**config.mk**
```make
export PLATFORM = sky130hd
export DESIGN_NAME = shot_sequencer
export DESIGN_NICKNAME = d
export VERILOG_FILES = /design/src/rtl/shot_seq_pkg.sv /design/src/rtl/shot_seq_cnt.sv /design/src/rtl/shot_sequencer.sv
export SDC_FILE = /design/constraint.sdc
export NUM_CORES = 1
export LEC_CHECK = 0
export CORE_ASPECT_RATIO = 0.7
export CORE_MARGIN = 2
export CORE_UTILIZATION = 45
export CTS_CLUSTER_SIZE = 30
export DETAILED_ROUTE_END_ITERATION = 16
export DONT_BUFFER_PORTS = 1
export MAX_ROUTING_LAYER = met4
export PLACE_DENSITY = 0.62
export SYNTH_ARGS = -nofsm -noshare
export SYNTH_HDL_FRONTEND = slang
export SYNTH_SLANG_ARGS = --single-unit
```
**constraint.sdc**
```tcl
create_clock -name clk -period 5.4 [get_ports clk]
set_input_delay 1.08 -clock clk [delete_from_list [all_inputs] [get_ports clk]]
set_output_delay 1.08 -clock clk [all_outputs]
set_load 0.01 [all_outputs]
```
**src/rtl/shot_seq_pkg.sv**
```systemverilog
// Shared types and default widths for the shot sequencer.
package shot_seq_pkg;

  localparam int unsigned NShotWidth = 16;
  localparam int unsigned DelayWidth = 16;
  localparam int unsigned GapWidth   = 24;
  localparam int unsigned ToWidth    = 24;

  typedef enum logic [2:0] {
    StIdle,
    StRstAcc,
    StTrig,
    StDelay,
    StWaitDone,
    StGap
  } state_t;

endpackage

```
**src/rtl/shot_seq_cnt.sv**
```systemverilog
// Loadable down-counter; expire is a registered pulse in the cycle the count reaches one.
module shot_seq_cnt #(
  parameter int unsigned Width = 16
) (
  input  logic             clk,
  input  logic             aresetn,
  input  logic             load,
  input  logic [Width-1:0] load_val,
  input  logic             en,
  output logic             expire
);

  localparam logic [Width-1:0] One = Width'(1);

  logic [Width-1:0] cnt_q, cnt_d;
  logic             expire_q, expire_d;

  always_comb begin
    cnt_d = cnt_q;
    if (load) begin
      cnt_d = load_val;
    end else if (en && (cnt_q != '0)) begin
      cnt_d = cnt_q - One;
    end
    // A load of zero never expires, which lets a zero limit mean "disabled".
    expire_d = (load || en) && (cnt_d == One);
  end

  always_ff @(posedge clk or negedge aresetn) begin
    if (!aresetn) begin
      cnt_q    <= '0;
      expire_q <= 1'b0;
    end else begin
      cnt_q    <= cnt_d;
      expire_q <= expire_d;
    end
  end

  assign expire = expire_q;

endmodule

```
**src/rtl/shot_sequencer.sv**
```systemverilog
// Run-level shot controller: resetacc, per-shot trig/acq_start, procdone counting.
// Optional procdone watchdog enabled by defining SHOT_TIMEOUT_EN.
module shot_sequencer
  import shot_seq_pkg::*;
#(
  parameter int unsigned NSHOTWIDTH = NShotWidth,
  parameter int unsigned DELAYWIDTH = DelayWidth,
  parameter int unsigned GAPWIDTH   = GapWidth,
  parameter int unsigned TOWIDTH    = ToWidth
) (
  input  logic                  clk,
  input  logic                  aresetn,
  input  logic                  stb_start,
  input  logic                  stb_abort,
  input  logic [NSHOTWIDTH-1:0] nshot,
  input  logic [DELAYWIDTH-1:0] delayaftertrig,
  input  logic [GAPWIDTH-1:0]   shotgap,
  input  logic                  procdone,
`ifdef SHOT_TIMEOUT_EN
  input  logic [TOWIDTH-1:0]    timeout,
  output logic                  timedout,
`endif
  output logic                  resetacc,
  output logic                  trig,
  output logic                  acq_start,
  output logic                  busy,
  output logic [NSHOTWIDTH-1:0] shotcnt,
  output logic                  lastshotdone,
  output logic                  aborted
);

  localparam logic [NSHOTWIDTH-1:0] ShotOne = NSHOTWIDTH'(1);
  localparam logic [DELAYWIDTH-1:0] DlyOne  = DELAYWIDTH'(1);

  state_t state_q, state_d;

  logic [NSHOTWIDTH-1:0] nshot_q;
  logic [DELAYWIDTH-1:0] dly_q;
  logic [GAPWIDTH-1:0]   gap_q;

  logic resetacc_q, resetacc_d;
  logic trig_q, trig_d;
  logic busy_q, busy_d;
  logic [NSHOTWIDTH-1:0] shotcnt_q, shotcnt_d;
  logic lastshotdone_q, lastshotdone_d;
  logic aborted_q, aborted_d;

  logic dly_exp, gap_exp;
  logic start_ok, abort_ok, shot_done, last_shot;
  logic [NSHOTWIDTH-1:0] cnt_inc;

`ifdef SHOT_TIMEOUT_EN
  logic wd_exp;
  logic timedout_q, timedout_d;
`endif

  assign start_ok  = (state_q == StIdle) && stb_start && !stb_abort && (nshot != '0);
  assign abort_ok  = (state_q != StIdle) && stb_abort;
  assign shot_done = (state_q == StWaitDone) && procdone && !stb_abort;
  assign cnt_inc   = shotcnt_q + ShotOne;
  assign last_shot = (cnt_inc == nshot_q);

  always_ff @(posedge clk or negedge aresetn) begin
    if (!aresetn) begin
      state_q <= StIdle;
    end else begin
      state_q <= state_d;
    end
  end

  always_comb begin
    state_d = state_q;
    if (abort_ok) begin
      state_d = StIdle;
    end else begin
      unique case (state_q)
        StIdle:     if (start_ok) state_d = StRstAcc;
        StRstAcc:   state_d = StTrig;
        StTrig:     state_d = StDelay;
        StDelay:    if (dly_exp) state_d = StWaitDone;
        StWaitDone: begin
          if (procdone) begin
            if (last_shot) begin
              state_d = StIdle;
            end else if (gap_q == '0) begin
              state_d = StTrig;
            end else begin
              state_d = StGap;
            end
          end
`ifdef SHOT_TIMEOUT_EN
          else if (wd_exp) begin
            state_d = StIdle;
          end
`endif
        end
        StGap:      if (gap_exp) state_d = StTrig;
        default:    state_d = StIdle;
      endcase
    end
  end

  always_comb begin
    resetacc_d     = (state_d == StRstAcc);
    trig_d         = (state_d == StTrig);
    busy_d         = (state_d != StIdle);
    shotcnt_d      = shotcnt_q;
    lastshotdone_d = lastshotdone_q;
    aborted_d      = aborted_q;
`ifdef SHOT_TIMEOUT_EN
    timedout_d     = timedout_q;
`endif
    if (start_ok) begin
      shotcnt_d      = '0;
      lastshotdone_d = 1'b0;
      aborted_d      = 1'b0;
`ifdef SHOT_TIMEOUT_EN
      timedout_d     = 1'b0;
`endif
    end else if (abort_ok) begin
      aborted_d = 1'b1;
    end else if (shot_done) begin
      shotcnt_d = cnt_inc;
      if (last_shot) lastshotdone_d = 1'b1;
    end
`ifdef SHOT_TIMEOUT_EN
    else if ((state_q == StWaitDone) && wd_exp) begin
      timedout_d = 1'b1;
    end
`endif
  end

  always_ff @(posedge clk or negedge aresetn) begin
    if (!aresetn) begin
      resetacc_q     <= 1'b0;
      trig_q         <= 1'b0;
      busy_q         <= 1'b0;
      shotcnt_q      <= '0;
      lastshotdone_q <= 1'b0;
      aborted_q      <= 1'b0;
      nshot_q        <= '0;
      dly_q          <= '0;
      gap_q          <= '0;
    end else begin
      resetacc_q     <= resetacc_d;
      trig_q         <= trig_d;
      busy_q         <= busy_d;
      shotcnt_q      <= shotcnt_d;
      lastshotdone_q <= lastshotdone_d;
      aborted_q      <= aborted_d;
      if (start_ok) begin
        nshot_q <= nshot;
        dly_q   <= (delayaftertrig == '0) ? DlyOne : delayaftertrig;
        gap_q   <= shotgap;
      end
    end
  end

  // Counters are enabled only while the FSM stays in their state, so an abort
  // can never leave a pending expire pulse behind.
  shot_seq_cnt #(
    .Width (DELAYWIDTH)
  ) u_dly_cnt (
    .clk      (clk),
    .aresetn  (aresetn),
    .load     ((state_q == StTrig) && (state_d == StDelay)),
    .load_val (dly_q),
    .en       ((state_q == StDelay) && (state_d == StDelay)),
    .expire   (dly_exp)
  );

  shot_seq_cnt #(
    .Width (GAPWIDTH)
  ) u_gap_cnt (
    .clk      (clk),
    .aresetn  (aresetn),
    .load     ((state_q == StWaitDone) && (state_d == StGap)),
    .load_val (gap_q),
    .en       ((state_q == StGap) && (state_d == StGap)),
    .expire   (gap_exp)
  );

`ifdef SHOT_TIMEOUT_EN
  shot_seq_cnt #(
    .Width (TOWIDTH)
  ) u_wd_cnt (
    .clk      (clk),
    .aresetn  (aresetn),
    .load     ((state_d == StWaitDone) && (state_q != StWaitDone)),
    .load_val (timeout),
    .en       ((state_q == StWaitDone) && (state_d == StWaitDone)),
    .expire   (wd_exp)
  );

  always_ff @(posedge clk or negedge aresetn) begin
    if (!aresetn) begin
      timedout_q <= 1'b0;
    end else begin
      timedout_q <= timedout_d;
    end
  end

  assign timedout = timedout_q;
`endif

  assign resetacc     = resetacc_q;
  assign trig         = trig_q;
  assign acq_start    = dly_exp;
  assign busy         = busy_q;
  assign shotcnt      = shotcnt_q;
  assign lastshotdone = lastshotdone_q;
  assign aborted      = aborted_q;

endmodule

```
---- Yosys cells after proc, flatten, opt, wreduce, memory -nomap -nowiden ----
Index checks and enable logic that the tools add are counted.
word-level totals
  flip-flop bits (word level) ............. 122
  latch bits .............................. 0
  memory bits (writable) .................. 0
  bits in read-only memories .............. 0
  input port bits ......................... 61
  memories ................................ 0
operators by class
  $add $sub $neg .......................... 3
  multiply operators ...................... 0
  div/mod/pow operators ................... 0
  order comparisons ....................... 0
  eq/ne operators ......................... 13
  shifts and indexed selects .............. 0
  multiplexer cells ....................... 22
  bitwise logic cells ..................... 0
  reduce and logical (&&, ||, !) cells .... 30
operators by type and width
  operator                                             count
  two-way mux 16 bit                                   6
  two-way mux 24 bit                                   2
  nonzero test 16 bit                                  2
  == test 24 x 1 -> 1 bit (second input constant)      1
  zero test 24 bit                                     1
  nonzero test 24 bit                                  1
  subtractor 24 x 1 -> 24 bit (second input constant)  1
  two-way mux 3 bit                                    7
  case mux 3 bit (6 select lines)                      1
  adder 16 x 1 -> 16 bit (second input constant)       1
  == test 16 x 1 -> 1 bit (second input constant)      1
  == test 16 bit                                       1
  zero test 16 bit                                     1
  subtractor 16 x 1 -> 16 bit (second input constant)  1
  logical AND 1 bit                                    14
  == test 3 x 2 -> 1 bit (second input constant)       4
  == test 3 bit (second input constant)                3
  == test 3 x 1 -> 1 bit (second input constant)       2
  two-way mux 1 bit                                    6
  nonzero test 2 bit                                   3
  nonzero test 3 bit                                   2
  zero test 3 bit                                      1
  AND reduction 3 bit                                  1
  logical OR 1 bit                                     2
  3 further kinds                                      3

---- Depth between registers and ports, before layout ----
  depth after elaboration ................. 14
  gate-level depth with buffers ........... 13
  depth with buffers taken out ............ 11

---- Cells and area by module ----
Synthesis repeated with hierarchy kept, for this count alone.
unflattened totals
  cells, all modules ...................... 786
  area, all modules ....................... 6,884.1 sq um
modules (own cells, without submodules)
  module                    times used  cells an instance  area each (sq um)
  shot_sequencer            1           458                3,998.8
  shot_seq_cnt (u_gap_cnt)  1           200                1,745.4
  shot_seq_cnt (u_dly_cnt)  1           128                1,139.8

---- Least setup slack after synthesis ----
OpenSTA, ideal clock, no wires.
  path kind ............................... input -> register
  from .................................... in nshot[2]
  to ...................................... reg u_dly_cnt.expire_q, in the netlist u_dly_cnt.expire
  arrival ................................. 3,348 ps
  required time ........................... 5,304 ps
  slack ................................... 1,956 ps
  cell stages on the path ................. 10
  path through ............................ nor4_1 -> nand4_1 -> a221oi_1 -> nor2b_1 -> buf_2 -> o22ai_1 -> a21oi_1 -> or4_1 -> or4_1 -> nor4_2
between the ends
  longest elaborated chain between the ends .. 12
  elaborated cells between the ends (all ways) .. 14
  those cells by class .................... eq/ne: 2; mux: 5; reduce/logical: 7
RTL lines
  item                                 line                                          source
  from (decl)                          shot_sequencer.sv:15                          input logic [NSHOTWIDTH-1:0] nshot,
  nonzero test 16 bit (*)              shot_sequencer.sv:57                          assign start_ok = (state_q == StIdle) && stb_start && !stb_abort && (nshot != '0);
  logical AND 1 bit (*)                shot_sequencer.sv:57
  two-way mux 3 bit (*)                shot_sequencer.sv:77                          StIdle: if (start_ok) state_d = StRstAcc;
  case mux 3 bit (6 select lines) (*)  shot_sequencer.sv:76                          unique case (state_q)
  two-way mux 3 bit (*)                shot_sequencer.sv:73                          if (abort_ok) begin
  == test 3 x 2 -> 1 bit (*)           shot_sequencer.sv:166, shot_sequencer.sv:168
  logical AND 1 bit                    shot_sequencer.sv:168                         .en ((state_q == StDelay) && (state_d == StDelay)),
  logical AND 1 bit                    shot_seq_cnt.sv:22                            end else if (en && (cnt_q != '0)) begin
  two-way mux 16 bit                   shot_seq_cnt.sv:22
  two-way mux 16 bit (*)               shot_seq_cnt.sv:20                            if (load) begin
  via u_dly_cnt.cnt_d[1]               shot_seq_cnt.sv:15                            logic [Width-1:0] cnt_q, cnt_d;
  == test 16 x 1 -> 1 bit (*)          shot_seq_cnt.sv:26                            expire_d = (load || en) && (cnt_d == One);
  logical AND 1 bit (*)                shot_seq_cnt.sv:26
  via u_dly_cnt.expire_d               shot_seq_cnt.sv:16                            logic expire_q, expire_d;
  to (signal assigned)                 shot_seq_cnt.sv:35                            expire_q <= expire_d;
  to (decl)                            shot_seq_cnt.sv:16
Mark *: on every way through the listed nets, which the timed path passes. The rest lies on a longest branch.
A chain may end at the register's enable or synchronous reset.

---- Worst setup path after layout ----
  from .................................... reg state_q[0]
  to ...................................... reg u_dly_cnt.expire_q, in the netlist u_dly_cnt.expire
between the ends
  longest elaborated chain between the ends .. 14
  elaborated cells between the ends (all ways) .. 26
  those cells by class .................... eq/ne: 7; mux: 8; reduce/logical: 11
RTL lines
  item                             line                                          source
  from (decl)                      shot_sequencer.sv:35                          state_t state_q, state_d;
  from (signal assigned)           shot_sequencer.sv:65                          state_q <= StIdle;
  from (signal assigned)           shot_sequencer.sv:67                          state_q <= state_d;
  zero test 3 bit                  shot_sequencer.sv:57, shot_sequencer.sv:76
  logical AND 1 bit (3 in a row)   shot_sequencer.sv:57
  two-way mux 3 bit                shot_sequencer.sv:77
  case mux 3 bit (6 select lines)  shot_sequencer.sv:76
  two-way mux 3 bit                shot_sequencer.sv:73
  == test 3 x 2 -> 1 bit           shot_sequencer.sv:166, shot_sequencer.sv:168
  logical AND 1 bit                shot_sequencer.sv:168
  logical AND 1 bit                shot_seq_cnt.sv:22
  two-way mux 16 bit               shot_seq_cnt.sv:22
  two-way mux 16 bit (*)           shot_seq_cnt.sv:20
  via u_dly_cnt.cnt_d[1]           shot_seq_cnt.sv:15
  == test 16 x 1 -> 1 bit (*)      shot_seq_cnt.sv:26
  logical AND 1 bit (*)            shot_seq_cnt.sv:26
  via u_dly_cnt.expire_d           shot_seq_cnt.sv:16
Marks and branches as above.

==> impl_metrics.toml <==
[outcome]
status = "finished clean"

[worst_setup_path]
arrival_ns = 4.07
end_kind = "flip-flop"
crit_fanout = 27
cp_slowest_stage_delay_ns = 0.89
path_common_cell = "or4_1"
critPathSlowestCell = "dfrtp_1"
cp.buffers_inverters = 0
crit_type = "flip-flop to flip-flop"
crit_chain = "nor2_1 -> a2111oi_2 -> nand2_1 -> o22ai_1 -> a21oi_1 -> or4_1 -> or4_1 -> nor4_2"
critical_path.top_delay_family = "simple AND/OR/NAND/NOR gates"
start_kind = "flip-flop"
critical_path_required_ns = 5.73

[power]
ir_drop_v = 0.0002471
powerDensity_nw_per_um2 = 529.7
p_leak_nw = 3.342

[sta]
post-route-period-util_pct = 69.24
hold_viol = 0
rsz0062_at_grt = "false"
post-route-min-period_ns = 3.739
slew_violations = 0
slew_headroom_pct = 38.40
setup_tns_ns = 0
timing.fmax_mhz = 267.5
finClkSkew_ns = 0.009830
final-setup-viol-count = 0
worst_pin_slew_ns = 0.9111

[clock_network]
clk_latency_ns = 0.43
h-tree-depth = 4
clockBufferDepth = 2
cts_buffers = 17
cts_hold_buf = 0
cts_resized = 0
cts_setup_buffers = 0
clkSinkCount = 122
cts_tree = "built"
clockRootBuffer = "clkbuf_16"
clk_pin_slew_ns = 0.05

[global_routing]
grt_overflow = 0
antenna_found_initial = 1
track_usage_pct = 23.92
grt_pass1_wl_um = 28400
grt_pass1_vias = 5516
grt_max_degree = 123

[cells_and_area]
drive_gt1_share_pct = 7.051
final_common_cell = "nand2_1"
area_growth_pct = 10.55
layout_common_cells = "nand2_1 (200), dfrtp_1 (122), nor2_1 (67)"
instances_no_fill = 976
layout.nets = 834

[die]
dieArea_um2 = 15820
io_pins = 83
coreArea_um2 = 14580
placementRows = 37
die_w_um = 149.5
die_h_um = 105.8
start_util_pct = 45.71

[drt]
ant_nets = 0
drc_errors = 0
firstDrtPassIters = 5
routed_wl_um = 17450
vias = 5650
dr.first_iter.drc_count = 506
wl_per_cell_um = 17.88
routed_via_density = 5.789

[placed_design]
numPortBuffers = 0
gp_congestion = 0.8985
dpl.cell_count = 944
dp_hpwl_um = 12030

[yosys]
dominantRegCellSynth = "dfrtp_1"
yosys_warnings = 0
synth_edf_count = 0
synth.avg_cell_area_um2 = 8.512
ys_types = 71
ys_seq_elements = 122
synth_cells = 783
synth_nets = 849
yosysSeqAreaShare_pct = 45.80
synthArstFlopShare_pct = 100.0
mappedNetlistArea_um2 = 6665

[run]
cap_violations = 0

[min_path]
hold_path.class = "input pin to async pin"
-- final timing paths --
path	from	endpoint	slack (ns)	cells after the start
worst max-delay path	state_q[0]	u_dly_cnt.expire	1.66	8
worst min-delay path	aresetn	gap_q[7]	0.36	0
worst max register to register	state_q[0]	u_dly_cnt.expire	1.66	8
worst min register to register	dly_q[4]	dly_q[4]	0.50	2
max in group asynchronous	aresetn	gap_q[3]	4.81	0
min in group clk	dly_q[4]	dly_q[4]	0.50	2
-- sequential cells by signal (all words and copies together) (netlist names) --
name              flops
aborted               1
busy                  1
dly_q                16
gap_q                24
lastshotdone          1
nshot_q              16
resetacc              1
shotcnt              16
state_q               3
trig                  1
u_dly_cnt.cnt_q      16
u_dly_cnt.expire      1
u_gap_cnt.cnt_q      24
u_gap_cnt.expire      1
-- metrics by stage --
step	util [%]	area [um2]	power [mW]	hold slack [ns]	worst slack, ns
after detailed placement	46.53	6785	2.759	0.4862	1.290
after global placement	46.53	6785	2.718	0.4815	1.364
after floorplan	-	6665	2.421	0.4446	1.956
final	50.53	7368	3.903	0.3563	1.661
after CTS	50.51	7366	3.908	0.3409	1.691
after global routing	50.53	7368	4.155	0.3355	1.442
-- logic make-up (layout without fill, tap and decap cells) --
kind of cell,after synthesis,after routing,share of synthesized area [%]
adder cells (fa/ha/maj),5,5,0.9386
XOR/XNOR,52,52,7.040
flip-flops,122,122,45.80
buffers and inverters,54,51,3.304
AO/OA/AOI/OAI,135,135,12.77
AND/OR/NAND/NOR,409,409,29.15
other,0,1,0
multiplexers,6,6,0.9949
-- report_power, final --
part / total, mW / internal (mW) / switching, mW
sequential: 1.61 / 1.24 / 0.368
clock: 1.13 / 0.721 / 0.410
combinational: 1.16 / 0.491 / 0.671
total: 3.90 / 2.45 / 1.45
-- worst reg2reg max path, stage by stage (launching register included) --
cell and delay, ns:
dfrtp_1 0.89, nor2_1 0.18, a2111oi_2 0.59, nand2_1 0.45
o22ai_1 0.23, a21oi_1 0.07, or4_1 0.52, or4_1 0.42
nor4_2 0.28
-- per-layer routing --
metal	track usage (%)	share of wire, %	up-vias
met2	34.63	45	189
met1	32.48	47	2739
met3	7.186	7.0	24
met4	7.075	1.4	0
met5	-	0	-
li1	-	-	2698
-- layout make-up --
type	instances	area, um2
Fill cell	1405	7214
Multi-Input combinational cell	607	3395
Sequential cell	122	3053
Clock buffer	23	488.0
Tap cell	195	244.0
Clock inverter	8	92.59
Inverter	15	56.30
Timing Repair Buffer	5	37.54
Antenna cell	1	2.502
-- synthesized netlist by cell type, types with 3 or more instances --
| library cell | number | share of area [%] |
|---|---|---|
| a211oi_1 | 5 | 0.56 |
| a31oi_1 | 6 | 0.56 |
| nand3b_1 | 6 | 0.68 |
| xor2_1 | 23 | 3.0 |
| a21o_1 | 3 | 0.34 |
| and2_1 | 3 | 0.28 |
| o21ai_0 | 21 | 1.6 |
| o22ai_1 | 12 | 1.1 |
| nor3_1 | 19 | 1.4 |
| nor4_1 | 22 | 2.1 |
| mux2_2 | 5 | 0.84 |
| inv_1 | 15 | 0.84 |
| ha_1 | 5 | 0.94 |
| nor4b_1 | 3 | 0.39 |
| nand2b_1 | 3 | 0.28 |
| nand3_1 | 19 | 1.4 |
| nand4_1 | 17 | 1.6 |
| nand2_1 | 201 | 11 |
| or3_1 | 14 | 1.3 |
| a41oi_1 | 4 | 0.53 |
| o21a_1 | 5 | 0.56 |
| buf_2 | 7 | 0.53 |
| dfrtp_1 | 122 | 46 |
| nor2b_1 | 7 | 0.66 |
| nor2_1 | 67 | 3.8 |
| clkbuf_1 | 26 | 1.5 |
| xnor2_1 | 28 | 3.7 |
| and3_1 | 3 | 0.28 |
| a21oi_1 | 51 | 3.8 |
| or4_1 | 4 | 0.45 |
| buf_1 | 3 | 0.17 |
(Power assumes the default switching activity.)
